### src/rtl/vga_plot_arbiter.sv
// Three-requester rectangle-fill arbiter for a VGA adapter plot port.
// Requesters are granted round-robin. Each granted job is drawn one pixel per cycle, with off-screen pixels clipped.
module vga_plot_arbiter #(
  parameter int X_MAX = 160,
  parameter int Y_MAX = 120
) (
  input  logic        clk,
  input  logic        reset_n,
  input  logic [2:0]  req,
  input  logic [23:0] job_x,
  input  logic [20:0] job_y,
  input  logic [23:0] job_w,
  input  logic [20:0] job_h,
  input  logic [17:0] job_colour,
  output logic [2:0]  ack,
  output logic [2:0]  done,
  output logic        busy,
  output logic [7:0]  x,
  output logic [6:0]  y,
  output logic [5:0]  colour,
  output logic        writeEn
);

  typedef enum logic [1:0] {IDLE, DRAW, DONE} state_t;

  state_t     state_reg;
  logic [1:0] last_reg;
  logic [7:0] x0_reg, w_reg, cx_reg;
  logic [6:0] y0_reg, h_reg, cy_reg;

  logic [7:0] req_x [3];
  logic [6:0] req_y [3];
  logic [7:0] req_w [3];
  logic [6:0] req_h [3];
  logic [5:0] req_c [3];

  genvar gi;
  generate
    for (gi = 0; gi < 3; gi++) begin : g_unpack
      assign req_x[gi] = job_x[8*gi +: 8];
      assign req_y[gi] = job_y[7*gi +: 7];
      assign req_w[gi] = job_w[8*gi +: 8];
      assign req_h[gi] = job_h[7*gi +: 7];
      assign req_c[gi] = job_colour[6*gi +: 6];
    end
  endgenerate

  // Round-robin search starts one past the last granted index.
  logic       gnt_valid;
  logic [1:0] gnt_idx;
  logic [2:0] cand;
  always_comb begin
    gnt_valid = 1'b0;
    gnt_idx   = 2'd0;
    cand      = 3'd0;
    for (int k = 1; k <= 3; k++) begin
      cand = {1'b0, last_reg} + 3'(k);
      if (cand >= 3'd3) cand = cand - 3'd3;
      if (!gnt_valid && req[cand[1:0]]) begin
        gnt_valid = 1'b1;
        gnt_idx   = cand[1:0];
      end
    end
  end

  logic [7:0] sel_x, sel_w;
  logic [6:0] sel_y, sel_h;
  logic [5:0] sel_c;
  logic       sel_zero, sel_on_screen;
  assign sel_x         = req_x[gnt_idx];
  assign sel_y         = req_y[gnt_idx];
  assign sel_w         = req_w[gnt_idx];
  assign sel_h         = req_h[gnt_idx];
  assign sel_c         = req_c[gnt_idx];
  assign sel_zero      = (sel_w == 8'd0) || (sel_h == 7'd0);
  assign sel_on_screen = ({1'b0, sel_x} < 9'(X_MAX)) && ({1'b0, sel_y} < 8'(Y_MAX));

  // cx/cy track the pixel currently on the outputs; next_* is the one registered next.
  logic       zero_area, col_wrap, last_pix;
  logic [7:0] next_cx;
  logic [6:0] next_cy;
  logic [8:0] sum_x;
  logic [7:0] sum_y;
  always_comb begin
    zero_area = (w_reg == 8'd0) || (h_reg == 7'd0);
    col_wrap  = (cx_reg == w_reg - 8'd1);
    // A zero-area job idles for one extra DRAW cycle after the ack cycle.
    last_pix  = zero_area ? (cx_reg == 8'd1) : (col_wrap && (cy_reg == h_reg - 7'd1));
    next_cx   = col_wrap ? 8'd0 : cx_reg + 8'd1;
    next_cy   = col_wrap ? cy_reg + 7'd1 : cy_reg;
    sum_x     = {1'b0, x0_reg} + {1'b0, next_cx};
    sum_y     = {1'b0, y0_reg} + {1'b0, next_cy};
  end

  assign busy = (state_reg != IDLE);

  always_ff @(posedge clk or negedge reset_n) begin
    if (!reset_n) begin
      state_reg <= IDLE;
      last_reg  <= 2'd2;
      ack       <= 3'd0;
      done      <= 3'd0;
      writeEn   <= 1'b0;
      x         <= 8'd0;
      y         <= 7'd0;
      colour    <= 6'd0;
      cx_reg    <= 8'd0;
      cy_reg    <= 7'd0;
      x0_reg    <= 8'd0;
      y0_reg    <= 7'd0;
      w_reg     <= 8'd0;
      h_reg     <= 7'd0;
    end else begin
      case (state_reg)
        IDLE: begin
          done    <= 3'd0;
          writeEn <= 1'b0;
          if (gnt_valid) begin
            state_reg <= DRAW;
            last_reg  <= gnt_idx;
            ack       <= 3'b001 << gnt_idx;
            x0_reg    <= sel_x;
            y0_reg    <= sel_y;
            w_reg     <= sel_w;
            h_reg     <= sel_h;
            cx_reg    <= 8'd0;
            cy_reg    <= 7'd0;
            if (!sel_zero) begin
              x       <= sel_x;
              y       <= sel_y;
              colour  <= sel_c;
              writeEn <= sel_on_screen;
            end
          end
        end
        DRAW: begin
          ack <= 3'd0;
          if (last_pix) begin
            state_reg <= DONE;
            writeEn   <= 1'b0;
            done      <= 3'b001 << last_reg;
            cx_reg    <= 8'd0;
            cy_reg    <= 7'd0;
          end else if (zero_area) begin
            cx_reg <= 8'd1;
          end else begin
            cx_reg  <= next_cx;
            cy_reg  <= next_cy;
            x       <= sum_x[7:0];
            y       <= sum_y[6:0];
            writeEn <= (sum_x < 9'(X_MAX)) && (sum_y < 8'(Y_MAX));
          end
        end
        DONE: begin
          done      <= 3'd0;
          state_reg <= IDLE;
        end
        default: state_reg <= IDLE;
      endcase
    end
  end

endmodule

### config.mk
export PLATFORM = sky130hd
export DESIGN_NAME = vga_plot_arbiter
export DESIGN_NICKNAME = d
export VERILOG_FILES = /design/src/rtl/vga_plot_arbiter.sv
export SDC_FILE = /design/constraint.sdc
export NUM_CORES = 1
export LEC_CHECK = 0
export ABC_AREA = 1
export CORE_AREA = 2 2 111 113
export DETAILED_ROUTE_END_ITERATION = 8
export DIE_AREA = 0 0 113 115
export PLACE_DENSITY = 0.88
export SLEW_MARGIN = 40
export SYNTH_ARGS = -nofsm -noshare
export SYNTH_HDL_FRONTEND = slang
export SYNTH_SLANG_ARGS = --single-unit
### constraint.sdc
create_clock -name clk -period 3.8 [get_ports clk]
set_clock_uncertainty 0.2 [all_clocks]
set_input_delay 0.76 -clock clk [delete_from_list [all_inputs] [get_ports clk]]
set_output_delay 0.76 -clock clk [all_outputs]
set_load 0.02 [all_outputs]
After elaboration in Yosys (flattened, before gate mapping)
Index checks and enable logic that the tools add are counted.

Flip-flop bits (word level): 77. Latch bits: 0. RAM bits: 0. Memory bits (read-only): 0. Input port bits: 113. Output and inout bits: 29. Logic and storage cells: 141. Memories: 0.

Add/sub/neg operators: 12. Multiply operators: 0. Divide/modulo/power cells: 0. Order comparisons: 11. Eq/ne operators: 11. Shifts and indexed selects: 2. Multiplexer cells: 63. Bitwise logic cells: 2. Reduce and logical (&&, ||, !) cells: 26.

Operators with widths (count): two-way mux 8 bit (12); two-way mux 7 bit (12); binary-select mux 8 bit (select 2 bit) (2); one-hot mux 8 bit (2 select lines) (2); binary-select mux 7 bit (select 2 bit) (2); one-hot mux 7 bit (2 select lines) (2); zero test 8 bit (2); two-way mux 2 bit (8); zero test 7 bit (2); binary-select mux 6 bit (select 2 bit) (1); two-way mux 6 bit (2); one-hot mux 3 bit (2 select lines) (2); two-way mux 1 bit (11); inequality test 2 bit (second input constant) (5); AND reduction 2 bit (5); adder 8 x 8 -> 9 bit (1); greater-or-equal comparator 3 x 2 -> 1 bit (second input constant) (3); less-than comparator 2 x 3 -> 1 bit (second input constant) (3); less-than comparator 9 x 8 -> 1 bit (second input constant) (1); adder 7 x 7 -> 8 bit (1); adder 8 x 1 -> 8 bit (second input constant) (1); == test 8 x 1 -> 1 bit (second input constant) (1); == test 8 bit (1); less-than comparator 8 x 7 -> 1 bit (second input constant) (1); other kinds (28) (44).

Logic depth before layout (Yosys ltp)
Gate-level depths: netlist of run 1.

Word-level depth: 21. Depth in mapped cells: 26. Depth with buffers taken out: 26.

Worst setup path after synthesis of run 1
OpenSTA, ideal clock, no wires.

Path type: register to register. Start point: register w_reg[0]. End point: register writeEn. Library setup time: 120 ps. Data arrival time: 3072 ps. Required time: 3480 ps. Setup slack: 408 ps. Stages on the path, launching flop included: 23. Path buffers: 0. Period minus slack after synthesis: 3392 ps. Cells stage by stage: dfrtp_1 > inv_1 > ha_1 > xnor2_1 > xor2_1 > nand3_1 > nor2_1 > nand2_2 > nor3_1 > xor2_1 > inv_1 > ha_1 > a21oi_1 > nand2_1 > a21oi_1 > nor2_1 > nor2_1 > xnor2_1 > nand4_1 > nand4_1 > nand2_1 > inv_1 > a21oi_1.

Cells in the longest elaborated chain, start to end: 9. Elaborated cells between the ends (all ways): 18. Classes of those cells: 3 x add/sub; 2 x order compare; 2 x eq/ne; 6 x mux; 5 x reduce/logical.

RTL lines: from (decl) (RTL line 28) `logic [7:0] x0_reg, w_reg, cx_reg;`; from (signal assigned) (RTL line 124) `w_reg <= sel_w;`; subtractor 8 x 1 -> 8 bit (RTL line 86) `col_wrap = (cx_reg == w_reg - 8'd1);`; == test 8 bit (RTL line 86); two-way mux 8 bit / two-way mux 7 bit (equally long branches) (RTL line 89, 90); adder 8 x 8 -> 9 bit / adder 7 x 7 -> 8 bit (equally long branches) (RTL line 91, 92); less-than comparator 9 x 8 -> 1 bit / less-than comparator 8 x 7 -> 1 bit (equally long branches) (RTL line 151) `writeEn <= (sum_x < 9'(X_MAX)) && (sum_y < 8'(Y_MAX));`; logical AND 1 bit (RTL line 151); two-way mux 1 bit (RTL line 144) `end else if (zero_area) begin`; two-way mux 1 bit (RTL line 138) `if (last_pix) begin`; one-hot mux 1 bit (2 select lines) (RTL line 114) `case (state_reg)`; to (signal assigned) (RTL line 132) `writeEn <= sel_on_screen;`; to (signal assigned) (RTL line 151); to (decl) (RTL line 21) `output logic writeEn`.

Several ways; a longest one is shown, not always the timed one. The select of a mux whose other input is x is not followed. A chain may end at the register's enable or synchronous reset.

Worst setup path in the final report of run 1
Start point: register w_reg[2]. End point: register writeEn.

The elaborated chain is that of the path after synthesis.

==> results.yml, run 1 <==
run_status:
  status: "finished, violations left"
  violations: "design-rule violations"
synthesis:
  ys.flop_type: "dfrtp_1"
  netlist_area_mm2: 0.005943
  ys_ff_latch: 77
  synth_edf_count: 0
  yosys_warnings: 0
  synth_cells: 886
  syn_avg_cell_area_um2: 6.708
  synthArstFlopShare: 1.000
  synth_top_area_share: 0.3200
  synth_cell_types: 38
  synth_seq_area_share: 0.3244
  synth_top_cell_by_area: "dfrtp_1"
  synth.area.top_cells: "dfrtp_1 (32%), nand2_1 (19%), inv_1 (6.6%)"
  syn_nets: 1031
timing:
  rsz0062_at_grt: "true"
  setup_viol: 0
  worstMarginPinSlew_ns: 0.7206
  finalCritPeriodShare: 0.9846
  fin_ws_ns: 0.05856
  hold_slack_ns: 0.2272
  fmax_mhz: 267.3
  hold_violations: 0
  report.final.slew_viol_count: 0
  maxSlewHeadroom: 0.5196
  timing.final.crit_period_ns: 3.741
route:
  dr.first_iter.drc_count: 350
  drcViolationCount: 5
  drt-total-wl_um: 17460
  post_drt_wl_per_cell_um: 14.68
  avgViaCountPerCell: 5.220
  drt_pass1_iterations: 7
  via_count: 6207
  ant_nets: 0
clock_tree:
  clock-sinks: 77
  clock_path_buffers: 2
  cts_tree: "done"
  htree_levels: 3
  cts-root-buf: "clkbuf_16"
  clk_latency_ns: 0.34
  path_clk_slew_ns: 0.06
  cts_made_buffers: 9
die:
  ioPinCount: 142
  fp-row-count: 40
  coreArea_mm2: 0.01181
  start_util: 0.5032
  die_w_um: 113
  die_area_mm2: 0.01300
  die_h_um: 115
worst_setup_path:
  cp_cell_sequence: "nor2_4 -> nand3_2 -> nor2_2 -> xor2_1 -> nand2_1 -> nor3_2 -> nand2_2 -> xor2_1 -> inv_1 -> ha_2 -> inv_2 -> fa_2 -> nand3b_1 -> nand2_2 -> a21oi_2 -> nor2_1 -> nor2_1 -> xnor2_1 -> nand4_1 -> nand4_1 -> nand2_1 -> inv_1 -> a21oi_1"
  cp_max_fo: 5
  cp-start-kind: "flip-flop"
  setup.worst_path.start: "w_reg[2]"
  cp_slowest_stage_delay_ns: 0.46
  critPathBufInv: 3
  cp-end-kind: "flip-flop"
  crit_family: "simple AND/OR/NAND/NOR gates"
  cp.required_ns: 3.83
  r2r_start: "w_reg[2]"
  critical_path_arrival_ns: 3.77
  criticalPathCategory: "flip-flop to flip-flop"
  critPathSlowestCell: "dfrtp_2"
layout:
  syn_to_final_growth_pct: 35.18
  fill_cells: 969
  final_layout_size_suffix_gt1_frac: 0.09213
  final_core_util: 0.6802
  finalNetCount: 1182
  diodes: 0
  finalInstanceArea_mm2: 0.008034
global_route:
  antenna_found_initial: 0
  globalRouteTotalUtil: 0.2643
  grt_max_degree: 78
  grt_overflow: 0
  grt_pass1_wl_um: 27680
  grt_pass1_vias: 5939
power:
  p_per_area_mw_per_mm2: 1063
  power_w: 0.008542
  vdd_drop_max_v: 0.0006680
  leakage_nw: 4.032
placed_design:
  placed_area_mm2: 0.007502
  dp_hpwl_um: 12730
  numPortBuffers: 141
  pre_cts_ws_ns: 0.02142
  gp_congestion: 0.9431
worst_hold_path:
  hold_path_class: "input port to asynchronous set/reset pin"
flow_run:
  cap_violations: 0
cells by family (layout without fill, tap and decap cells):
family	Yosys count	in the layout	share of synthesized area
buffers and inverters	141	296	0.09958
AND/OR/NAND/NOR	486	487	0.3474
AO/OA/AOI/OAI	115	115	0.1072
adder cells (fa/ha/maj)	32	32	0.06990
XOR/XNOR	35	35	0.05158
flip-flops	77	77	0.3244
power by group:
group          switching (W)  total [W]  internal (W)
Clock               0.000368   0.000968      0.000599
Sequential          0.000324    0.00155       0.00122
Combinational        0.00378    0.00603       0.00225
Total                0.00447    0.00854       0.00407
placed cells by master (no fill, tap or decap), types with 4 or more instances in the layout:
cell,Yosys,layout
o211ai_1,8,8
inv_2,3,7
nor3_1,7,6
nor2_2,3,6
clkbuf_16,0,9
clkdlybuf4s50_1,0,140
nor2_1,72,66
nand3_1,68,66
o21ai_0,75,73
ha_1,30,25
nor2_4,3,6
nand2_4,4,4
xor2_1,24,24
inv_1,105,101
nand3b_1,9,9
nand2_1,302,300
nand4_1,9,9
nand2_2,6,9
xnor2_1,11,10
a21oi_1,14,12
a31oi_1,8,8
buf_4,4,28
dfrtp_1,76,75
per-layer routing:
metal  up-vias  share of wire  global-route usage  wire (um)
met2       228           0.47              0.4403       8287
met4         0          0.024             0.09187        414
met5         -              0                   0          0
li1       3104              -                   -          -
met3        40          0.075             0.06326       1301
met1      2835           0.43              0.3389       7452
worst paths after layout:
check	to	slack, ns	cells after the start
worst max-delay path	writeEn	0.06	23
worst min-delay path	h_reg[5]	0.23	1
worst max register to register	writeEn	0.06	23
worst min register to register	x[3]	0.27	2
max in group asynchronous	w_reg[2]	2.66	1
min in group clk	x[3]	0.27	2
metrics by stage:
stage / cells / setup TNS [ns]
after floorplan: 886 / 0
after global placement: 1161 / 0
after detailed placement: 1161 / 0
after CTS: 1177 / 0
after global routing: 1189 / -0.2111
final: 1189 / 0
synth_stat cells (2+ instances only):
cell type / number
nand2_1: 302
inv_1: 105
dfrtp_1: 76
o21ai_0: 75
nor2_1: 72
nand3_1: 68
ha_1: 30
xor2_1: 24
a21oi_1: 14
clkbuf_1: 13
xnor2_1: 11
nand3b_1: 9
nand4_1: 9
a31oi_1: 8
buf_2: 8
o211ai_1: 8
nor3_1: 7
nand2_2: 6
buf_6: 5
buf_4: 4
nand2_4: 4
clkinv_1: 3
inv_2: 3
nor2_2: 3
nor2_4: 3
a21o_1: 2
fa_1: 2
o31ai_1: 2
final cells by class:
class,instances,area (um2),share of cell area
inverter,111,416.7,0.05186
clock buffer,10,239.0,0.02975
clock inverter,6,93.84,0.01168
tap,147,183.9,0.02289
timing repair buffer,169,1623,0.2020
multi-input combinational,669,3548,0.4417
sequential,77,1929,0.2401
repair_timing:
item | 4_1_cts | 5_1_grt
gates resized for setup | 0 | 31
hold buffers | 0 | 0
endpoints found under the setup margin | 0 | 14
buffers inserted | 0 | 11
(Power assumes the default switching activity.)
==> inputs of run 2 (changes only) <==
--- a/config.mk
+++ b/config.mk
@@ -6,6 +6,7 @@
 export NUM_CORES = 1
 export LEC_CHECK = 0
 export ABC_AREA = 1
+export CAP_MARGIN = 20
 export CORE_AREA = 2 2 111 113
 export DETAILED_ROUTE_END_ITERATION = 8
 export DIE_AREA = 0 0 113 115
==> results of run 2 <==
No change in the layout: final DEF, timing and power equal those of run 1.
